`config.mk`:
```
export PLATFORM = sky130hd
export DESIGN_NAME = pp_fifo_arb
export DESIGN_NICKNAME = d
export VERILOG_FILES = /design/src/rtl/pp_fifo_arb.sv
export SDC_FILE = /design/constraint.sdc
export NUM_CORES = 1
export LEC_CHECK = 0
export CAP_MARGIN = 0
export CELL_PAD_IN_SITES_DETAIL_PLACEMENT = 1
export CELL_PAD_IN_SITES_GLOBAL_PLACEMENT = 1
export CORE_MARGIN = 8
export CORE_UTILIZATION = 35
export DETAILED_ROUTE_END_ITERATION = 16
export PLACE_DENSITY_LB_ADDON = 0.2
export SYNTH_ARGS = -nofsm -noshare
export SYNTH_HDL_FRONTEND = slang
export SYNTH_SLANG_ARGS = --single-unit
```
`constraint.sdc`:
```
create_clock -name clk -period 4.2 [get_ports clk]
set_input_delay 0.84 -clock clk [delete_from_list [all_inputs] [get_ports clk]]
set_output_delay 0.84 -clock clk [all_outputs]
set_load 0.1 [all_outputs]
```
`src/rtl/pp_fifo_arb.sv`:
```
// Two-requester arbiter feeding an external FIFO, with a 2-entry read buffer.
// Define PP_FIFO_ARB_RR_EN for round-robin grant; otherwise s0 has fixed priority.
module pp_fifo_arb #(
    parameter int DW         = 8,
    parameter int RST_CYCLES = 4
) (
    input  logic          clk,
    input  logic          rst,
    input  logic [DW-1:0] s0_data,
    input  logic          s0_valid,
    output logic          s0_ready,
    input  logic [DW-1:0] s1_data,
    input  logic          s1_valid,
    output logic          s1_ready,
    output logic [DW-1:0] m_data,
    output logic          m_valid,
    input  logic          m_ready,
    input  logic          flush,
    output logic [DW-1:0] fifo_di,
    output logic          fifo_we,
    output logic          fifo_re,
    input  logic [DW-1:0] fifo_do,
    output logic          fifo_rst,
    input  logic          fifo_empty,
    input  logic          fifo_full
);

    localparam logic [1:0] ST_INIT  = 2'd0;
    localparam logic [1:0] ST_RUN   = 2'd1;
    localparam logic [1:0] ST_FLUSH = 2'd2;
    localparam logic [3:0] CNT_INIT = 4'(RST_CYCLES);

    logic [1:0]    state;
    logic [3:0]    cnt;
    logic          run;
    logic          enter_flush;
    logic          open;
    logic          g0;
    logic          g1;
    logic          re_q;
    logic [1:0]    count;
    logic [DW-1:0] b0;
    logic [DW-1:0] b1;
    logic          push;
    logic          pop;

    assign run         = (state == ST_RUN);
    assign enter_flush = run & flush;
    assign fifo_rst    = ~run;

    always_ff @(posedge clk or negedge rst) begin
        if (!rst) begin
            state <= ST_INIT;
            cnt   <= CNT_INIT;
        end else begin
            case (state)
                ST_RUN: begin
                    if (flush) begin
                        state <= ST_FLUSH;
                        cnt   <= CNT_INIT;
                    end
                end
                default: begin
                    if (flush) begin
                        cnt <= CNT_INIT;
                    end else if (cnt == 4'd1) begin
                        state <= ST_RUN;
                    end else begin
                        cnt <= cnt - 4'd1;
                    end
                end
            endcase
        end
    end

    assign open = run & ~fifo_full;

`ifdef PP_FIFO_ARB_RR_EN
    logic ptr;

    // ptr=0 favours s0; it moves on only after the favoured side wins
    assign g0 = open & s0_valid & (~s1_valid | ~ptr);
    assign g1 = open & s1_valid & (~s0_valid | ptr);

    always_ff @(posedge clk or negedge rst) begin
        if (!rst) begin
            ptr <= 1'b0;
        end else if ((g0 & ~ptr) | (g1 & ptr)) begin
            ptr <= ~ptr;
        end
    end
`else
    assign g0 = open & s0_valid;
    assign g1 = open & s1_valid & ~s0_valid;
`endif

    assign s0_ready = g0;
    assign s1_ready = g1;
    assign fifo_we  = (s0_valid & s0_ready) | (s1_valid & s1_ready);
    assign fifo_di  = g1 ? s1_data : (g0 ? s0_data : '0);

    // one read in flight at most, so the buffer can never overflow
    assign fifo_re = run & ~fifo_empty & ~re_q & (count != 2'd2);
    assign m_valid = run & (count != 2'd0);
    assign m_data  = b0;
    assign push    = re_q & run & ~flush;
    assign pop     = m_valid & m_ready;

    always_ff @(posedge clk or negedge rst) begin
        if (!rst) begin
            re_q  <= 1'b0;
            count <= 2'd0;
            b0    <= '0;
            b1    <= '0;
        end else begin
            re_q <= fifo_re;
            if (enter_flush) begin
                count <= 2'd0;
            end else begin
                case ({push, pop})
                    2'b10: begin
                        if (count == 2'd0) b0 <= fifo_do;
                        else b1 <= fifo_do;
                        count <= count + 2'd1;
                    end
                    2'b01: begin
                        b0    <= b1;
                        count <= count - 2'd1;
                    end
                    2'b11: begin
                        if (count == 2'd1) begin
                            b0 <= fifo_do;
                        end else begin
                            b0 <= b1;
                            b1 <= fifo_do;
                        end
                    end
                    default: ;
                endcase
            end
        end
    end

endmodule

```
# Yosys cells after proc, flatten, opt, wreduce, memory -nomap -nowiden
# Index checks and enable logic that the tools add are counted.
dict set report totals {
  memories 0
  regBits 25
  latch_bits 0
  inputBits 32
  elab_cells 72
  ramBits 0
  romBits 0
}
dict set report op_classes {
  n_eq_ne 13
  magnitude_cmp 0
  multipliers 0
  addsub 3
  n_mux 18
  shifts 0
  n_div 0
  bitwise_logic 22
  n_reduce_logical 10
}
# cell count
set ops {}
lappend ops {{8-bit 2-to-1 mux} 6}
lappend ops {{8-bit case mux with 3 select lines} 1}
lappend ops {{4-bit 2-to-1 mux} 4}
lappend ops {{8-bit case mux with 2 select lines} 1}
lappend ops {{1-bit AND} 14}
lappend ops {{2-bit inequality test (second input constant)} 6}
lappend ops {{2-bit 2-to-1 mux} 5}
lappend ops {{1-bit NOT} 7}
lappend ops {{2-bit by 1-bit == test with 1-bit output (second input constant)} 3}
lappend ops {{3-bit AND reduction} 2}
lappend ops {{2-bit nonzero test} 3}
lappend ops {{3-bit nonzero test} 2}
lappend ops {{2-bit == test (second input constant)} 2}
lappend ops {{4-bit by 1-bit == test with 1-bit output (second input constant)} 1}
lappend ops {{2-bit case mux with 2 select lines} 1}
lappend ops {{4-bit AND reduction} 1}
lappend ops {{4-bit by 1-bit subtractor with 4-bit output (second input constant)} 1}
lappend ops {{2-bit by 1-bit adder with 2-bit output (second input constant)} 1}
lappend ops {{2-bit zero test} 1}
lappend ops {{2-bit by 1-bit inequality test with 1-bit output (second input constant)} 1}
lappend ops {{2-bit AND reduction} 1}
lappend ops {{2-bit by 1-bit subtractor with 2-bit output (second input constant)} 1}
lappend ops {{1-bit bitwise OR} 1}

# Logic depth before layout (Yosys ltp)
# Gate-level depths: netlist (run 1).
dict set report logic_depth {
  word_depth 6
  ltp_mapped 8
  mapped_depth_nobuf 6
}

# Worst setup path after synthesis (run 1)
# Ideal clock, no wire load.
dict set report synth_path {
  kind {register to output}
  start {register state[1]}
  end {output port fifo_re}
  setup_slack_ns -0.570
  required_time_ns 3.360
  arrival_ns 3.929
  stages_incl_launch_ff 5
  path_cell_list {dfrtp_1 > nand2b_4 > buf_6 > buf_2 > nor4_1}
}
dict set report synth_between {
  elab_chain_len 4
}
# element line
set synth_rtl {}
lappend synth_rtl {{from (decl)} 33} ;# logic [1:0] state;
lappend synth_rtl {{from (signal assigned)} 53} ;# state <= ST_INIT;
lappend synth_rtl {{from (signal assigned)} 59} ;# state <= ST_FLUSH;
lappend synth_rtl {{from (signal assigned)} 67} ;# state <= ST_RUN;
lappend synth_rtl {{2-bit by 1-bit == test with 1-bit output} 47} ;# assign run = (state == ST_RUN);
lappend synth_rtl {{1-bit AND (3 in series)} 103} ;# assign fifo_re = run & ~fifo_empty & ~re_q & (count != 2'd2);
lappend synth_rtl {{to (decl)} 21} ;# output logic fifo_re,
# No other way between the ends.

# Final worst setup path (run 1)
dict set report layout_path {
  start {input port s0_valid}
  end {output port fifo_di[0]}
}
dict set report layout_between {
  elab_chain_len 3
}
# element line
set layout_rtl {}
lappend layout_rtl {{from (decl)} 10} ;# input logic s0_valid,
lappend layout_rtl {{1-bit AND / 1-bit NOT (equally long branches)} {93, 94}}
lappend layout_rtl {{8-bit 2-to-1 mux / 1-bit AND (equally long branches)} {100, 94}}
lappend layout_rtl {{8-bit 2-to-1 mux *} 100} ;# assign fifo_di = g1 ? s1_data : (g0 ? s0_data : '0);
lappend layout_rtl {{to (decl)} 19} ;# output logic [DW-1:0] fifo_di,
# Every way passes the cells marked *; elsewhere a longest branch is shown, timed or not.

==> results list, run 1 <==
- After legalization and detailed placement, the total HPWL measured 3.06 mm.
* CTS Sinks: 25
- Clock tree synthesis inserted a total of 3 buffers.
- Ratio of final minimum period to clock period: 0.771
* Share of the core filled with cells in the final layout: 0.518
- CTS built an H-tree with a depth of 1.
- The design draws 0.00123 W.
- Proportion of register bits with asynchronous set or reset after synthesis: 1.00
* Required time of the worst setup path: 3.36 ns
* Global-route wire length before repair: 6.24 mm
- Startpoint types: input pin
- The initial utilization of the core area, before any placement, comes to 0.367.
- The cell family contributing the most delay on the critical path is buffers and inverters.
- Post-synthesis share of cell area spent on xor and xnor gates: 0.0257
- Counting both buffers and inverters, the worst setup path holds a total of 2.
- Across the VDD grid, the largest voltage drop is 0.289 mV.
* Die span in y: 78.4 um
* Vias: 1,131
- The first routing iteration left 38 violations.
- Setup repair after global routing left no endpoint under its margin.
- Count of flip-flops with a built-in enable after synthesis: 0
- Clock tree from TritonCTS: done
- Data arrives at the worst endpoint at 2.40 ns.
- The post-synthesis compound-gate area fraction came to 0.138.
- Site row count: 22
* Post-CTS resize count: 0
* Cts hold-fix bufs: 0
- In this run the static leakage power is 0.930 nW.
* Core area: 3720 um2
- Number of maximum-capacitance constraint violations: 0
* Placed Cells incl. Taps: 220
- Drt pass-1 iters: 4
- Top-level I/O count: 54
* Worst path cell trace: clkdlybuf4s50_1, nor4b_4, a22o_1, buf_4
* # fillers: 425
* Synthesized netlist cell count: 127
- Total number of nets in the final design: 214
- In the routed design, unresolved DRC markers number 0.
- The Yosys step of the flow raised 0 warnings.
- Pin count of the biggest net entering global routing: 26
- Remaining antenna violation count after routing: 0
- The number of antenna violations at the first check in global routing was 0.
- Maximum clock frequency: 309 MHz
- Adding up every negative setup slack in the final design gives 0 ns.
- Average detailed-routed wire length per instance: 16.9 um
* Slew @ Worst Pin: 1.14 ns
- Of the total synthesized cell area, the portion taken by full adders, half adders and majority gates is 0.0459.
- After synthesis, the share of cell area in mux cells is 0.132.
- Power spread over the standard cell area amounts to 641 nW/um2.
* Total track usage: 0.125
- Cell area after synthesis: 1360 um2
- The most used flip-flop cell after synthesis is dfrtp_1.
* Width of the chip: 78.4 um
- Net count after synthesis: 164
* Total die area: 6150 um2
- Later-pin clock latency in the skew report: 0.27 ns
* Clock transition at the registers of the reported paths: 0.09 ns
* Tightest slew margin relative to the limit: 0.238
- Post-CTS Setup Bufs: 0
- The number of global-route vias before repair came to 1,188.
- Buffers on Ports: 53
- Count of final hold-check violations: 0
- Compared with the post-synthesis result, the final layout area differs by 41.3%.
- In this run, distinct cell masters in the synthesized netlist total 33.
- Critical Path Sink Type: output pin
* Antenna cells: 0
- Mean post-synth cell area: 10.7 um2
* Synth Register Bits: 25
- Portion of the post-synthesis area used by sequential elements: 0.460
- In this run the worst path has a maximum fanout of 9.
* GP Congestion: 0.731
* Fin. max-slew vios: 0
- The flow ran to the end, and the final reports show no timing, DRC or antenna violations.
- Largest clock skew in the final design: 0.00419 ns
- After detailed routing, the total wire length is 3.78 mm.
- By area, the combinational part of the netlist is dominated by simple AND/OR/NAND/NOR gates.
- In this run the worst hold path is classified as flop to flop.
- Of the cells placed in the final design, the portion with a size suffix greater than 1 is 0.176.
- Among all stages on the critical path, the largest delay is contributed by nor4b_4.
- Layout Cells excl Fill: 224
- CTS placed an instance of clkbuf_8 at the clock tree root.
- The worst path needs 3.24 ns of the cycle, external delays included.
- Summed over all layers, the global routing overflow is 0.
- Final count of negative-setup-slack endpoints: 0
- The tightest hold path in the finished design has a slack of 0.493 ns.
- By startpoint and endpoint, the worst setup path is classified as input pin to output pin.
- In this run the deepest clock path goes through 2 buffers.
- Of the total synthesized cell area, the portion taken by AND, OR, NAND and NOR gates is 0.146.
- Using the TritonRoute via totals, the vias-per-cell ratio works out to 5.05.
- For this run, the slowest stage of the critical path takes 0.55 ns.
==> cell type report <==
type / instances / area, um2 / share of cell area
Multi-Input combinational cell: 89 / 671 / 0.348
Sequential cell: 25 / 627 / 0.326
Timing Repair Buffer: 53 / 500 / 0.260
Tap cell: 48 / 60.1 / 0.0312
Clock buffer: 3 / 41.3 / 0.0214
Inverter: 5 / 18.8 / 0.00975
Clock inverter: 1 / 7.51 / 0.00390
==> per-stage QoR <==
step                area (um2)  setup slack (ns)
finish                    1930             0.961
global route              1930             0.902
CTS                       1930             0.951
detailed placement        1880             0.954
global placement          1880              1.05
floorplan                 1370             0.313
==> flip-flops by register name, indices dropped and copies added, names as in the netlist <==
name	cells
cnt	4
b1	8
count	2
re_q	1
m_data	8
state	2
==> cell usage in the layout, fill, tap and decap left out, drive strengths merged, types with 2 or more instances in the layout <==
master,count
inv,5
clkdlybuf4s50,41
nand3,2
mux2i,9
o21ai,10
xnor2,2
nand2b,2
mux2,8
dfrtp,24
nand2,16
a22o,8
xor2,2
ha,5
a21oi,3
clkbuf,3
buf,12
nor2,8
==> per-layer routing <==
layer  track usage  vias up  part of all wire
li1              -      543                 -
met1         0.147      560              0.43
met2         0.225       26              0.52
met3        0.0353        2             0.048
met4        0.0167        0            0.0042
met5             0        -                 0
==> cells by family (layout without fill, tap and decap cells) <==
family                     after synthesis  in the layout
AOI/OAI and AO/OA                       27             27
xor gates and xnor gates                 4              4
adders and majority gates                5              5
buffers and inverters                   13             62
DFF                                     25             25
muxes                                   17             17
and+or+nand+nor                         36             36
==> synth_stat cells (2+ instances only) <==
cell type / n / area share
dfrtp_1: 24 / 0.44
nand2_1: 16 / 0.044
mux2i_1: 9 / 0.066
a22o_1: 8 / 0.051
mux2_2: 8 / 0.066
nor2_1: 8 / 0.022
o21ai_1: 8 / 0.029
buf_2: 6 / 0.022
ha_1: 5 / 0.046
inv_1: 5 / 0.014
a21oi_1: 3 / 0.011
buf_6: 2 / 0.017
nand3_1: 2 / 0.0073
o21ai_0: 2 / 0.0073
xnor2_1: 2 / 0.013
xor2_1: 2 / 0.013
==> worst register-to-register path, cell delays in order, from the launching register on <==
cell and delay (ns):
dfrtp_1 0.43, inv_1 0.10, ha_1 0.21, nand2b_1 0.29, a311o_1 0.54, mux2i_1 0.26
o21ai_1 0.08
==> path summary, 6_finish.rpt <==
check	cells after the start	endpoint	startpoint	slack, ns
min in group asynchronous	1	re_q$_DFF_PN0_	rst	1.18
max	4	fifo_di[0]	s0_valid	0.96
max reg2reg	6	m_data[0]$_DFFE_PN0P_	count[0]$_DFFE_PN0P_	2.16
max in group asynchronous	1	count[1]$_DFFE_PN0P_	rst	2.34
min	2	m_data[5]$_DFFE_PN0P_	m_data[5]$_DFFE_PN0P_	0.49
min reg2reg	2	m_data[5]$_DFFE_PN0P_	m_data[5]$_DFFE_PN0P_	0.49
==> where the power goes <==
group | total [W] | internal (W) | switching (W) | leakage [nW]
Combinational | 0.000713 | 0.000204 | 0.000508 | 0.595
Sequential | 0.000377 | 0.000321 | 0.0000557 | 0.314
Clock | 0.000144 | 0.0000672 | 0.0000769 | 0.0217
Total | 0.00123 | 0.000593 | 0.000641 | 0.930
Note: power is estimated with default switching activity, not from simulation.
==> run 2, diff against run 1 <==
Settings changed: CORE_UTILIZATION 35 to 29.
Clock period 4.2 ns to 2.76 ns, I/O delays scaled along.
==> results list, run 2 (same netlist as run 1, synthesis figures left out) <==
- The final number of hold-violating endpoints is 0 (unchanged).
- The total DRC errors in the routed layout came to 0 (unchanged).
- Placed Cells incl. Taps: 229 (+4.1%)
* Pin count of the biggest net entering global routing: 26 (unchanged)
- Via count of the first global-routing pass: 1,288 (+8.4%)
- GP Congestion: 0.749 (+2.4%)
- Ratio of final minimum period to clock period: 0.941
- Cell at the root of the clock tree: clkbuf_8
- The reg-to-reg setup timing slack is 0.69 ns (-1.47 ns).
* Vias: 1,117 (-1.2%)
* Maximum clock frequency: 385 MHz
- Power density of the placed cells: 912 nW/um2 (+42%)
- The post-cts sizing count came to 0 (unchanged).
- The number of filler cells placed in the layout was 511 (+20%).
- The final hold slack was 0.497 ns (+0.00384 ns).
- Final count of negative-setup-slack endpoints: 0 (unchanged)
- The final setup skew was 0.00281 ns (-0.00139 ns).
* Dominant delay contributor by cell family on the critical path: buffers and inverters
- Antenna violations before repair: 0 (unchanged)
- Site row count: 25 (+14%)
- Cts bufs inserted: 3 (unchanged)
- The clock latency on the worst-skew pair is 0.26 ns (about the same).
* Drt pass-1 iters: 3 (-1)
* Die span in y: 84.5 um (+7.8%)
* Peak supply drop: 0.881 mV (+200%)
- Total area of multi-input combinational cells: 692 um2 (+3.2%)
- The maximum buffer depth of the clock tree is 2 (unchanged).
- The largest incremental delay on the critical path is 0.57 ns (+0.02 ns).
- Buffers on Ports: 53 (unchanged)
- Total number of nets in the final design: 217 (+1.4%)
- The count of buffer and inverter cells on the critical path came to 2 (unchanged).
- Post-CTS Setup Bufs: 0 (unchanged)
- Required time of the worst setup path: 2.21 ns (-1.15 ns)
* Top library cells by usage in the layout, fill and taps aside: 31 x clkdlybuf4s50_1, 24 x dfrtp_1, 16 x nand2_1, 13 x buf_4, 12 x buf_12
- The I/O pin total came to 54 (unchanged).
* Startpoint types: input pin
- The sum of routed wire length over all layers is 4.06 mm (+7.4%).
* Total die area: 7150 um2 (+16%)
- The overall overflow remaining after global route was 0 (unchanged).
- Core area: 4630 um2 (+25%)
- Path category of the worst min-delay check: flop to flop
- Via/cell ratio: 4.79 (-5.1%)
- The post-route total power was 0.00191 W (+55%).
- Drt initial violations: 33 (-13%)
- Crit Path Category: input pin to output pin
- STA classifies the critical path endpoint as an output pin.
- Clock transition at the registers of the reported paths: 0.09 ns (about the same)
- The count of nets left with antenna violations after detail routing was 0 (unchanged).
- The run finished with clean final reports.
* Leading cell type in the layout, fill and taps excluded: clkdlybuf4s50_1
* Tightest slew margin relative to the limit: 0.618 (+0.381)
- Layout Cells excl Fill: 233 (+4.0%)
* Fin. max-slew vios: 0 (unchanged)
- Slowest library cell on the worst path: nor4b_4
* Width of the chip: 84.5 um (+7.8%)
- Worst path cell trace: clkdlybuf4s50_1, nor4b_4, a22o_2, buf_12
* Antenna cells: 0 (unchanged)
* Fin Setup TNS: 0 ns (unchanged)
* Share of layout cells above drive strength 1: 0.291 (+0.114)
- Unrepaired setup endpoints after global routing: no
- The number of buffers inserted by hold repair at cts is 0 (unchanged).
- Total track usage: 0.119 (-0.00631)
- Static Leak: 0.996 nW (+7.0%)
- CP arrival: 2.04 ns (-0.36 ns)
- Number of maximum-capacitance constraint violations: 0 (unchanged)
- The number of sinks on the clock net was 25 (unchanged).
* Highest fanout seen on the critical path: 9 (unchanged)
- The first-pass GRT wire length came to 6.90 mm (+11%).
- Compared with the post-synthesis result, the final layout area differs by 54.0%.
* Slew @ Worst Pin: 0.570 ns (-0.570 ns)
- H-tree level count: 1 (unchanged)
* Min cycle time layout: 2.60 ns
- Final HPWL from detailed placement: 3.33 mm (+9.0%)
* Register Area: 627 um2 (unchanged)
- The routed wire length per instance is 17.4 um (+3.2%).
* Clock tree from TritonCTS: done
- The starting density of the core was 0.294 (-0.0723).
-- run 2: report_power, final --
group | internal (W) | switching [W] | total, W
Combinational | 0.000324 | 0.000799 | 0.00112
Clock | 0.000103 | 0.000112 | 0.000215
Sequential | 0.000489 | 0.0000865 | 0.000576
Total | 0.000916 | 0.000997 | 0.00191
-- run 2: metrics by stage --
step / util / setup WS [ns] / cell area [um2]
6_report: 0.453 / 0.164 / 2100
5_1_grt: 0.453 / 0.0387 / 2100
4_1_cts: 0.453 / 0.164 / 2100
3_5_place_dp: 0.444 / 0.167 / 2050
3_3_place_gp: 0.444 / 0.203 / 2050
2_1_floorplan: - / -0.386 / 1390
-- run 2: final timing paths --
path	from	endpoint	cells after the start
hold / removal	m_data[0]$_DFFE_PN0P_	m_data[0]$_DFFE_PN0P_	2
max in group asynchronous	rst	cnt[2]$_DFFE_PN1P_	2
setup reg to reg	count[0]$_DFFE_PN0P_	m_data[6]$_DFFE_PN0P_	7
min in group asynchronous	rst	b1[0]$_DFFE_PN0P_	2
hold reg to reg	m_data[0]$_DFFE_PN0P_	m_data[0]$_DFFE_PN0P_	2
setup / recovery	fifo_full	fifo_di[6]	4
-- run 2: metal layers --
metal  GRT usage  vias to the layer above  wire length (um)
met3      0.0234                        2               122
li1            -                      544                 -
met5           0                        -                 0
met1       0.121                      557              1530
met4      0.0291                        0                27
met2       0.238                       14              2380
-- run 2: area by class of cell --
class | instances | area share
Clock buffer | 4 | 0.0215
Inverter | 5 | 0.00894
Multi-Input combinational cell | 89 | 0.330
Sequential cell | 25 | 0.299
Tap cell | 54 | 0.0322
Timing Repair Buffer | 56 | 0.309
-- run 2: worst register-to-register path, stage by stage, from the launching register on --
cell      delay, ns
dfrtp_1        0.43
inv_1          0.09
ha_1           0.26
nand2b_1       0.28
a311o_1        0.43
buf_4          0.21
mux2i_1        0.17
o21ai_1        0.08
